==> src/rtl/linear_tile_feeder.sv <==
// Tile sequencer for the 16-lane linear layer: streams x and weight rows from RAM,
// holds the per-tile bias row, then writes each finished result row to the output RAM.
module linear_tile_feeder #(
  parameter int DATA_WIDTH = 16,
  parameter int ADDR_W     = 10
) (
  input  logic                       clk,
  input  logic                       reset,
  input  logic                       start,
  input  logic [15:0]                len,
  input  logic [7:0]                 num_tiles,
  input  logic [ADDR_W-1:0]          x_base,
  input  logic [ADDR_W-1:0]          w_base,
  input  logic [ADDR_W-1:0]          b_base,
  input  logic [ADDR_W-1:0]          y_base,
  output logic                       busy,
  output logic                       done,
  input  logic                       mem_gnt,
  output logic                       mem_rd_en,
  output logic [ADDR_W-1:0]          x_addr,
  output logic [ADDR_W-1:0]          w_addr,
  input  logic [DATA_WIDTH-1:0]      x_rdata,
  input  logic [16*DATA_WIDTH-1:0]   w_rdata,
  output logic                       b_rd_en,
  output logic [ADDR_W-1:0]          b_addr,
  input  logic [16*DATA_WIDTH-1:0]   b_rdata,
  output logic                       y_we,
  output logic [ADDR_W-1:0]          y_addr,
  output logic [16*DATA_WIDTH-1:0]   y_wdata,
  output logic                       lin_start,
  output logic                       lin_en,
  output logic [15:0]                lin_len,
  output logic [DATA_WIDTH-1:0]      lin_x_val,
  output logic [16*DATA_WIDTH-1:0]   lin_W_row_vals,
  output logic [16*DATA_WIDTH-1:0]   lin_bias_vals,
  input  logic                       lin_done,
  input  logic [16*DATA_WIDTH-1:0]   lin_y_out
);

  localparam int ROW_W = 16 * DATA_WIDTH;

  typedef enum logic [2:0] {
    IDLE      = 3'd0,
    LOAD_BIAS = 3'd1,
    KICK      = 3'd2,
    STREAM    = 3'd3,
    WAIT_DONE = 3'd4,
    WRITE     = 3'd5,
    FINISH    = 3'd6
  } state_t;

  state_t              state_r;
  state_t              next_state_s;
  logic [15:0]         len_r;
  logic [7:0]          tiles_r;
  logic [7:0]          tile_r;
  logic [15:0]         k_r;
  logic [ADDR_W-1:0]   x_base_r;
  logic [ADDR_W-1:0]   b_base_r;
  logic [ADDR_W-1:0]   y_base_r;
  logic [ADDR_W-1:0]   w_ptr_r;
  logic                lin_en_r;
  logic [ROW_W-1:0]    bias_r;
  logic [ROW_W-1:0]    y_row_r;
  logic                issue_s;
  logic                bias_rd_s;
  logic                last_issue_s;
  logic                last_tile_s;

  // Reads only go out while the shared port is granted; a denied cycle simply holds k/w_ptr.
  assign issue_s      = (state_r == STREAM) && mem_gnt;
  assign bias_rd_s    = (state_r == LOAD_BIAS) && mem_gnt;
  assign last_issue_s = issue_s && (k_r == (len_r - 16'd1));
  assign last_tile_s  = (({1'b0, tile_r} + 9'd1) == {1'b0, tiles_r});

  // Next-state decode of the tile sequencer.
  always_comb begin
    next_state_s = state_r;
    case (state_r)
      IDLE: begin
        if (start) begin
          if ((len == 16'd0) || (num_tiles == 8'd0)) begin
            next_state_s = FINISH;
          end else begin
            next_state_s = LOAD_BIAS;
          end
        end else begin
          next_state_s = IDLE;
        end
      end
      LOAD_BIAS: begin
        if (mem_gnt) begin
          next_state_s = KICK;
        end else begin
          next_state_s = LOAD_BIAS;
        end
      end
      KICK:      next_state_s = STREAM;
      STREAM: begin
        if (last_issue_s) begin
          next_state_s = WAIT_DONE;
        end else begin
          next_state_s = STREAM;
        end
      end
      WAIT_DONE: begin
        if (lin_done) begin
          next_state_s = WRITE;
        end else begin
          next_state_s = WAIT_DONE;
        end
      end
      WRITE: begin
        if (last_tile_s) begin
          next_state_s = FINISH;
        end else begin
          next_state_s = LOAD_BIAS;
        end
      end
      FINISH:    next_state_s = IDLE;
      default:   next_state_s = IDLE;
    endcase
  end

  // State register plus command, pointer and row holding registers.
  always_ff @(posedge clk or posedge reset) begin
    if (reset) begin
      state_r  <= IDLE;
      len_r    <= 16'd0;
      tiles_r  <= 8'd0;
      tile_r   <= 8'd0;
      k_r      <= 16'd0;
      x_base_r <= {ADDR_W{1'b0}};
      b_base_r <= {ADDR_W{1'b0}};
      y_base_r <= {ADDR_W{1'b0}};
      w_ptr_r  <= {ADDR_W{1'b0}};
      lin_en_r <= 1'b0;
      bias_r   <= {ROW_W{1'b0}};
      y_row_r  <= {ROW_W{1'b0}};
    end else begin
      state_r  <= next_state_s;
      lin_en_r <= issue_s;
      case (state_r)
        IDLE: begin
          if (start) begin
            len_r    <= len;
            tiles_r  <= num_tiles;
            x_base_r <= x_base;
            b_base_r <= b_base;
            y_base_r <= y_base;
            w_ptr_r  <= w_base;
            tile_r   <= 8'd0;
            k_r      <= 16'd0;
          end
        end
        KICK: begin
          bias_r <= b_rdata;
          k_r    <= 16'd0;
        end
        STREAM: begin
          // w_ptr is never rewound, so tile t's rows follow tile t-1's rows in weight RAM.
          if (issue_s) begin
            k_r     <= k_r + 16'd1;
            w_ptr_r <= w_ptr_r + {{(ADDR_W-1){1'b0}}, 1'b1};
          end
        end
        WAIT_DONE: begin
          if (lin_done) begin
            y_row_r <= lin_y_out;
          end
        end
        WRITE:   tile_r <= tile_r + 8'd1;
        default: tile_r <= tile_r;
      endcase
    end
  end

  assign busy      = (state_r != IDLE);
  assign done      = (state_r == FINISH);
  assign mem_rd_en = issue_s;
  assign x_addr    = issue_s ? (x_base_r + ADDR_W'(k_r)) : {ADDR_W{1'b0}};
  assign w_addr    = issue_s ? w_ptr_r : {ADDR_W{1'b0}};
  assign b_rd_en   = bias_rd_s;
  assign b_addr    = bias_rd_s ? (b_base_r + ADDR_W'(tile_r)) : {ADDR_W{1'b0}};
  assign y_we      = (state_r == WRITE);
  assign y_addr    = (state_r == WRITE) ? (y_base_r + ADDR_W'(tile_r)) : {ADDR_W{1'b0}};
  assign y_wdata   = y_row_r;
  assign lin_start = (state_r == KICK);
  assign lin_en    = lin_en_r;
  assign lin_len   = len_r;

  // RAM data is only presented to the layer in cycles it is actually valid.
  assign lin_x_val      = lin_en_r ? x_rdata : {DATA_WIDTH{1'b0}};
  assign lin_W_row_vals = lin_en_r ? w_rdata : {ROW_W{1'b0}};
  assign lin_bias_vals  = bias_r;

endmodule
==> config.mk <==
export PLATFORM = sky130hd
export DESIGN_NAME = linear_tile_feeder
export DESIGN_NICKNAME = d
export VERILOG_FILES = /design/src/rtl/linear_tile_feeder.sv
export SDC_FILE = /design/constraint.sdc
export NUM_CORES = 1
export LEC_CHECK = 0
export BUFFER_PORTS_ARGS = -buffer_cell sky130_fd_sc_hd__buf_4
export CAP_MARGIN = 20
export CORE_AREA = 2 2 666 668
export CTS_CLUSTER_SIZE = 14
export DETAILED_ROUTE_END_ITERATION = 16
export DIE_AREA = 0 0 668 670
export PLACE_DENSITY = 0.3
export SETUP_SLACK_MARGIN = 0.2
export SLEW_MARGIN = 15
export SYNTH_ARGS = -nofsm -noshare
export SYNTH_HDL_FRONTEND = slang
export SYNTH_SLANG_ARGS = --single-unit
==> constraint.sdc <==
create_clock -name clk -period 26.7 [get_ports clk]
set_input_delay 4.005 -clock clk [delete_from_list [all_inputs] [get_ports clk]]
set_output_delay 4.005 -clock clk [all_outputs]
set_load 0.02 [all_outputs]
==> flow_summary.json, run 1 <==
{
  "routed_via_density": 2.59,
  "p_sw_mw": 0.736,
  "wl_per_cell_um": 31.4,
  "cts_hold_buffers": 0,
  "power.share.clock_pct": 49.1,
  "grt_pass1_vias": 26500,
  "numPortBuffers": 1699,
  "die-width_um": 668,
  "synth_area_mm2": 0.0268,
  "outcome": "finished clean",
  "start_util_pct": 6.10,
  "cts_buffers": 90,
  "path_common_cell": "buf_4",
  "leakage_nw": 24.3,
  "grt_first_pass_wirelength_mm": 374,
  "tightest_slew_ps": 1070,
  "powerDensity_mw_per_mm2": 50.9,
  "cp.arrival_ps": 5520,
  "root_buffer": "clkbuf_16",
  "maxCapViolations": 0,
  "synth_async_sr_flop_share_pct": 100,
  "detail_route.drc_violations": 0,
  "r2r_start": "state_r[2]$_DFF_PP0_",
  "drtIter0Drc": 1194,
  "pin_count": 1700,
  "cp.required_ps": 22690,
  "fmax_mhz": 105,
  "rows": 244,
  "setup_viol": 0,
  "die_h_um": 670,
  "areaGrowthSynthToFinish_pct": 86.3,
  "post_cts_resized": 0,
  "synth_nets": 3024,
  "cts_setup_buffers": 0,
  "wirelength_mm": 312,
  "crit_fanout": 14,
  "clk_path_buf_depth": 4,
  "nets": 4721,
  "drive_gt1_share_pct": 54.6,
  "worst_path_max_delay_cell": "nand2_2",
  "ys_types": 65,
  "layout_worst_path_cycle_share_pct": 35.7,
  "internal_power_mw": 1.81,
  "comb_power_share_pct": 13.6,
  "ant_nets": 0,
  "ys_seq_area_share_pct": 56.3,
  "num_vias": 25800,
  "coreArea_mm2": 0.440,
  "rsz0062_at_grt": "false",
  "antenna_found_initial": 224,
  "peakVddDrop_uv": 42.4,
  "gp_congestion": 0.970,
  "tns_ps": 0,
  "drt_first_pass_iters": 4,
  "grt_overflow": 0,
  "syn_avg_cell_area_um2": 12.6,
  "slew_headroom_pct": 28.5,
  "slowest_delay_ps": 380,
  "finalHoldViolCount": 0,
  "maxSlewViolCount": 0,
  "crit_start": "mem_gnt",
  "swShare_pct": 28.9,
  "synth_edf_count": 0,
  "p_total_mw": 2.55,
  "critPathLaunchType": "input pin",
  "synthFlopType": "dfrtp_1",
  "clock_latency_ps": 830,
  "synthCells": 2139,
  "clk_pin_slew_ps": 60,
  "grt_max_degree": 158,
  "final.fill_count": 50700,
  "htreeDepth": 3,
  "dp_hpwl_mm": 277,
  "crit_chain": "buf_4 > nand2_2 > buf_4 > nor3b_1 > buf_4",
  "hp-start": "y_wdata[0]$_DFFE_PP0P_",
  "cts_tree": "built",
  "clock_sinks": 604,
  "period_minus_slack_ps": 9530,
  "fin_worst_skew_ps": 57.1,
  "hp-class": "reg -> reg",
  "grt_util_all_layers_pct": 13.5,
  "ys_seq_elements": 604,
  "seqPwrFrac_pct": 37.3,
  "crit_type": "in -> out",
  "ys_warn_count": 0,
  "endpoint_kind": "primary output",
  "die_area_mm2": 0.448
}
layout make-up:
| cell class | count | area [um2] | share of cell area (%) |
|---|---|---|---|
| antenna | 124 | 310 | 0.620 |
| clock buffer | 127 | 2600 | 5.20 |
| clock inverter | 33 | 388 | 0.775 |
| inverter | 19 | 78.8 | 0.158 |
| multi-input combinational | 1397 | 11200 | 22.3 |
| sequential | 604 | 15100 | 30.2 |
| tap | 5904 | 7390 | 14.8 |
| timing repair buffer | 1724 | 13000 | 25.9 |
synth_stat cells (3+ instances only):
cell type	n	area [um2]
o211ai_1	3	22.5
nor3_1	17	85.1
nor3b_1	4	30.0
and4_1	4	35.0
a21oi_1	33	165
and3_1	18	113
inv_1	18	67.6
mux2i_1	4	40.0
nor4_2	3	37.5
o21ai_0	26	130
nor4_1	14	87.6
xnor2_1	25	219
mux2_2	243	2740
nand2_1	195	732
buf_2	49	245
a41oi_1	3	26.3
o21bai_1	7	52.6
xor2_1	30	263
clkbuf_1	65	244
or3_1	5	31.3
nand3_1	24	120
o2bb2ai_1	3	26.3
o22ai_1	4	25.0
dfrtp_1	604	15100
and2_1	277	1730
mux2_1	270	3040
fa_1	3	60.1
nand2b_1	9	56.3
a211oi_1	7	52.6
a21o_1	10	75.1
nand3b_1	7	52.6
a31oi_1	4	25.0
buf_6	3	33.8
nand4_1	12	75.1
ha_1	29	363
o21ai_1	4	20.0
nor2_1	62	233
a2111o_1	3	33.8
worst paths after layout:
| check | endpoint | slack [ps] | cells after the start |
|---|---|---|---|
| min reg2reg | y_wdata[0]$_DFFE_PP0P_ | 480 | 1 |
| min in group asynchronous | y_wdata[180]$_DFFE_PP0P_ | 3170 | 2 |
| max in group asynchronous | lin_bias_vals[77]$_DFFE_PP0P_ | 18790 | 8 |
| max reg2reg | lin_bias_vals[220]$_DFFE_PP0P_ | 22490 | 6 |
| max | x_addr[8] | 17170 | 5 |
| min | y_wdata[0]$_DFFE_PP0P_ | 480 | 1 |
flip-flops by register name, summed over array words and instances, names as in the netlist:
| name | count |
|---|---|
| lin_bias_vals | 256 |
| x_base_r | 10 |
| w_ptr_r | 10 |
| k_r | 16 |
| lin_en | 1 |
| y_wdata | 256 |
| y_base_r | 10 |
| b_base_r | 10 |
| state_r | 3 |
| tile_r | 8 |
| lin_len | 16 |
| tiles_r | 8 |
routing by layer:
layer | vias to the layer above | wire [um] | share of wire [%] | GRT usage, %
met2 | 1463 | 165000 | 53 | 24.9
met5 | - | 401 | 0.13 | 0
met1 | 12900 | 103000 | 33 | 13.0
met4 | 62 | 12900 | 4.1 | 5.73
met3 | 449 | 30300 | 9.7 | 5.57
li1 | 10900 | - | - | -
cell families (layout without fill, tap and decap cells):
| logic type | Yosys count | after routing | synth area share, % |
|---|---|---|---|
| buf+inv | 138 | 1903 | 2.24 |
| fa+ha+maj | 32 | 32 | 1.58 |
| compound gates | 126 | 126 | 3.08 |
| xor+xnor | 56 | 56 | 1.88 |
| simple gates | 666 | 666 | 13.3 |
| other cells | 0 | 124 | 0 |
| flops | 604 | 604 | 56.3 |
| mux | 517 | 517 | 21.7 |
metrics by stage:
| stage | instance area (um2) | hold WS [ps] | std cells | setup slack [ps] | utilization (%) |
|---|---|---|---|---|---|
| after floorplan | 26800 | 450 | 2139 | 5790 | - |
| after global placement | 46700 | 469 | 9647 | 16560 | 10.6 |
| after detailed placement | 46700 | 471 | 9647 | 16930 | 10.6 |
| after CTS | 49700 | 488 | 9807 | 16920 | 11.3 |
| after global routing | 50000 | 497 | 9905 | 17000 | 11.3 |
| final | 50000 | 483 | 9932 | 17170 | 11.4 |
cell usage in the layout (no fill, tap or decap), types with 9 or more instances in the layout:
cell       netlist  final
a21oi_1         33     32
nand4_1         12     12
nand2_1        195    194
o21ai_0         26     26
ha_1            29     29
dfrtp_1        604    603
clkbuf_16        0     90
xnor2_1         25     25
nor2_1          62     61
inv_1           18     17
xor2_1          30     29
mux2_1         270    270
buf_4            0   1721
nand2b_1         9      9
nand3_1         24     24
clkinv_2         0     14
a21o_1          10     10
diode_2          0    124
and3_1          18     18
clkbuf_8         0     21
and2_1         277    276
nor4_1          14     14
nor3_1          17     16
mux2_2         243    243
clkbuf_1        65     16
power by group through the flow:
stage | sequential, mW | clock [mW] | combinational (mW)
finish | 0.949 | 1.25 | 0.347
global route | 0.951 | 1.33 | 0.373
CTS | 0.950 | 1.31 | 0.359
detailed placement | 0.967 | 0 | 0.359
global placement | 0.966 | 0 | 0.359
floorplan | 0.952 | 0 | 0.111
critical path: cells and delay by family:
kind | cells | cell delay [ps]
AND/OR/NAND/NOR | 2 | 720
buffers and inverters | 3 | 760
No activity file was read; power rests on OpenSTA's default activity.
==> run 2: changes to the inputs <==
clock period = 10 ns   (was 26.7 ns; I/O delays follow)
==> run 2 against run 1 <==
  * Global-route usage decreased by 0.25 points
  * Via count increased by 0.69%
  * Sequential share of layout area decreased by 0.19 points
  * Sequential power increased to 2.7 times the previous value
  * Clock-buffer cell count decreased by 2
  * Final cell count increased by 0.77%
  * Setup slack got worse by 13000 ps
  * Die area unchanged
  * Flip-flop and latch count unchanged
  * Utilization increased by 0.072 points
  * Largest cell class unchanged
==> flow_summary.json, run 2 (synthesis results as in run 1) <==
{
  "wl_per_cell_um": 30.6,
  "detail_route.drc_violations": 0,
  "crit_start": "state_r[2]$_DFF_PP0_",
  "root_buffer": "clkbuf_16",
  "gp_congestion": 0.876,
  "clk_pin_slew_ps": 50,
  "outcome": "finished clean",
  "tightest_slew_ps": 1090,
  "cp.arrival_ps": 3930,
  "final_common_cell": "buf_4",
  "post_cts_resized": 0,
  "grt_first_pass_wirelength_mm": 369,
  "clk_path_buf_depth": 4,
  "p_sw_mw": 1.98,
  "crit_type": "reg -> out",
  "start_util_pct": 6.10,
  "cts_buffers": 91,
  "peakVddDrop_uv": 137,
  "fin_worst_skew_ps": 37.5,
  "dp_hpwl_mm": 270,
  "maxSlewViolCount": 0,
  "finalHoldViolCount": 0,
  "drtIter0Drc": 1319,
  "cp.required_ps": 8500,
  "final_cell_mix": "buf_4 (1,720), dfrtp_1 (603), and2_1 (276)",
  "cts_hold_buffers": 0,
  "die_area_mm2": 0.448,
  "num_vias": 25900,
  "fin_ws_ps": 4570,
  "tns_ps": 0,
  "grt_overflow": 0,
  "clock_sinks": 604,
  "leakage_nw": 24.4,
  "critPathTopFamily": "simple AND/OR/NAND/NOR gates",
  "hp-start": "x_base_r[5]$_DFFE_PP0P_",
  "routed_via_density": 2.59,
  "multi_input_area_mm2": 0.0111,
  "maxCapViolations": 0,
  "powerDensity_mw_per_mm2": 138,
  "rows": 244,
  "clock_latency_ps": 820,
  "crit_fanout": 29,
  "regArea_mm2": 0.0151,
  "crit_chain": "and3b_1 > nand2_1 > nor3b_1 > buf_4",
  "dp_cells": 9647,
  "r2r_start": "state_r[2]$_DFF_PP0_",
  "endpoint_kind": "primary output",
  "grt_pass1_vias": 26600,
  "seqPwrFrac_pct": 36.4,
  "hp-class": "reg -> reg",
  "drt_first_pass_iters": 4,
  "layout_worst_path_cycle_share_pct": 54.3,
  "areaGrowthSynthToFinish_pct": 87.5,
  "nets": 4723,
  "pin_count": 1700,
  "cts_setup_buffers": 0,
  "numPortBuffers": 1699,
  "comb_power_share_pct": 13.7,
  "fmax_mhz": 184,
  "coreArea_mm2": 0.440,
  "drive_gt1_share_pct": 54.6,
  "swShare_pct": 28.5,
  "grt_util_all_layers_pct": 13.2,
  "period_minus_slack_ps": 5430,
  "path_buf_inv": 1,
  "power.share.clock_pct": 49.9,
  "slew_headroom_pct": 26.8,
  "die-width_um": 668,
  "htreeDepth": 3,
  "cts_tree": "built",
  "setup_viol": 0,
  "r2r_setup_slack_ps": 5840,
  "critPathLaunchType": "flop",
  "wirelength_mm": 306,
  "ant_nets": 0,
  "grt_max_degree": 139,
  "worst_path_max_delay_cell": "and3b_1",
  "internal_power_mw": 4.96,
  "antenna_found_initial": 220,
  "die_h_um": 670,
  "layout.cells.non_filler": 10000,
  "rsz0062_at_grt": "false",
  "dp_slack_ps": 5400,
  "slowest_delay_ps": 900,
  "final.fill_count": 50600,
  "utilization_pct": 11.4
}
==> run 2: cell types whose count changed in the layout (fill, tap and decap cells not counted), sizes merged <==
cell and delta:
diode +73, bufinv +5, inv -3, clkbuf -2, buf +1, clkinv +1
clkinvlp +1
==> run 2: layout make-up <==
| cell class | instances | area share, % |
|---|---|---|
| Inverter | 19 | 0.149 |
| Timing Repair Buffer | 1725 | 25.9 |
| Antenna cell | 197 | 0.979 |
| Multi-Input combinational cell | 1397 | 22.1 |
| Tap cell | 5904 | 14.7 |
| Clock inverter | 37 | 1.00 |
| Sequential cell | 604 | 30.0 |
| Clock buffer | 125 | 5.16 |
==> run 2: layer usage <==
layer,share of wire [%],GRT usage (%),vias up
met4,3.4,4.53,108
li1,-,-,11000
met1,37,14.2,13000
met2,50,23.2,1418
met3,9.4,5.31,423
met5,0.23,0,-
==> run 2: worst paths after layout <==
check                                                  to  cells past startpoint
min in group asynchronous   lin_bias_vals[89]$_DFFE_PP0P_                      2
max reg2reg                lin_bias_vals[212]$_DFFE_PP0P_                      6
min                               x_base_r[5]$_DFFE_PP0P_                      2
min reg2reg                       x_base_r[5]$_DFFE_PP0P_                      2
max in group asynchronous   lin_bias_vals[22]$_DFFE_PP0P_                      5
max                                             x_addr[8]                      4
==> run 2: power groups by stage <==
stage	logic, mW	clock network (mW)	registers (mW)
CTS	0.973	3.63	2.52
floorplan	0.296	0	2.54
detailed placement	0.971	0	2.57
global route	1.01	3.71	2.53
finish	0.952	3.46	2.52
global placement	0.976	0	2.57
==> run 2: through the flow <==
stage,cell area (um2),power (mW),hold slack [ps]
after global placement,46700,3.54,469
after detailed placement,46700,3.54,468
after CTS,49800,7.12,482
after floorplan,26800,2.84,450
final,50300,6.94,479
after global routing,50300,7.26,499
==> run 2: worst reg2reg max path, stage by stage, from the launching register on <==
cell and delay, ps:
dfrtp_1 620, nand2b_1 340, nor2_4 280, buf_4 560, buf_4 810, buf_4 930, mux2_2 480
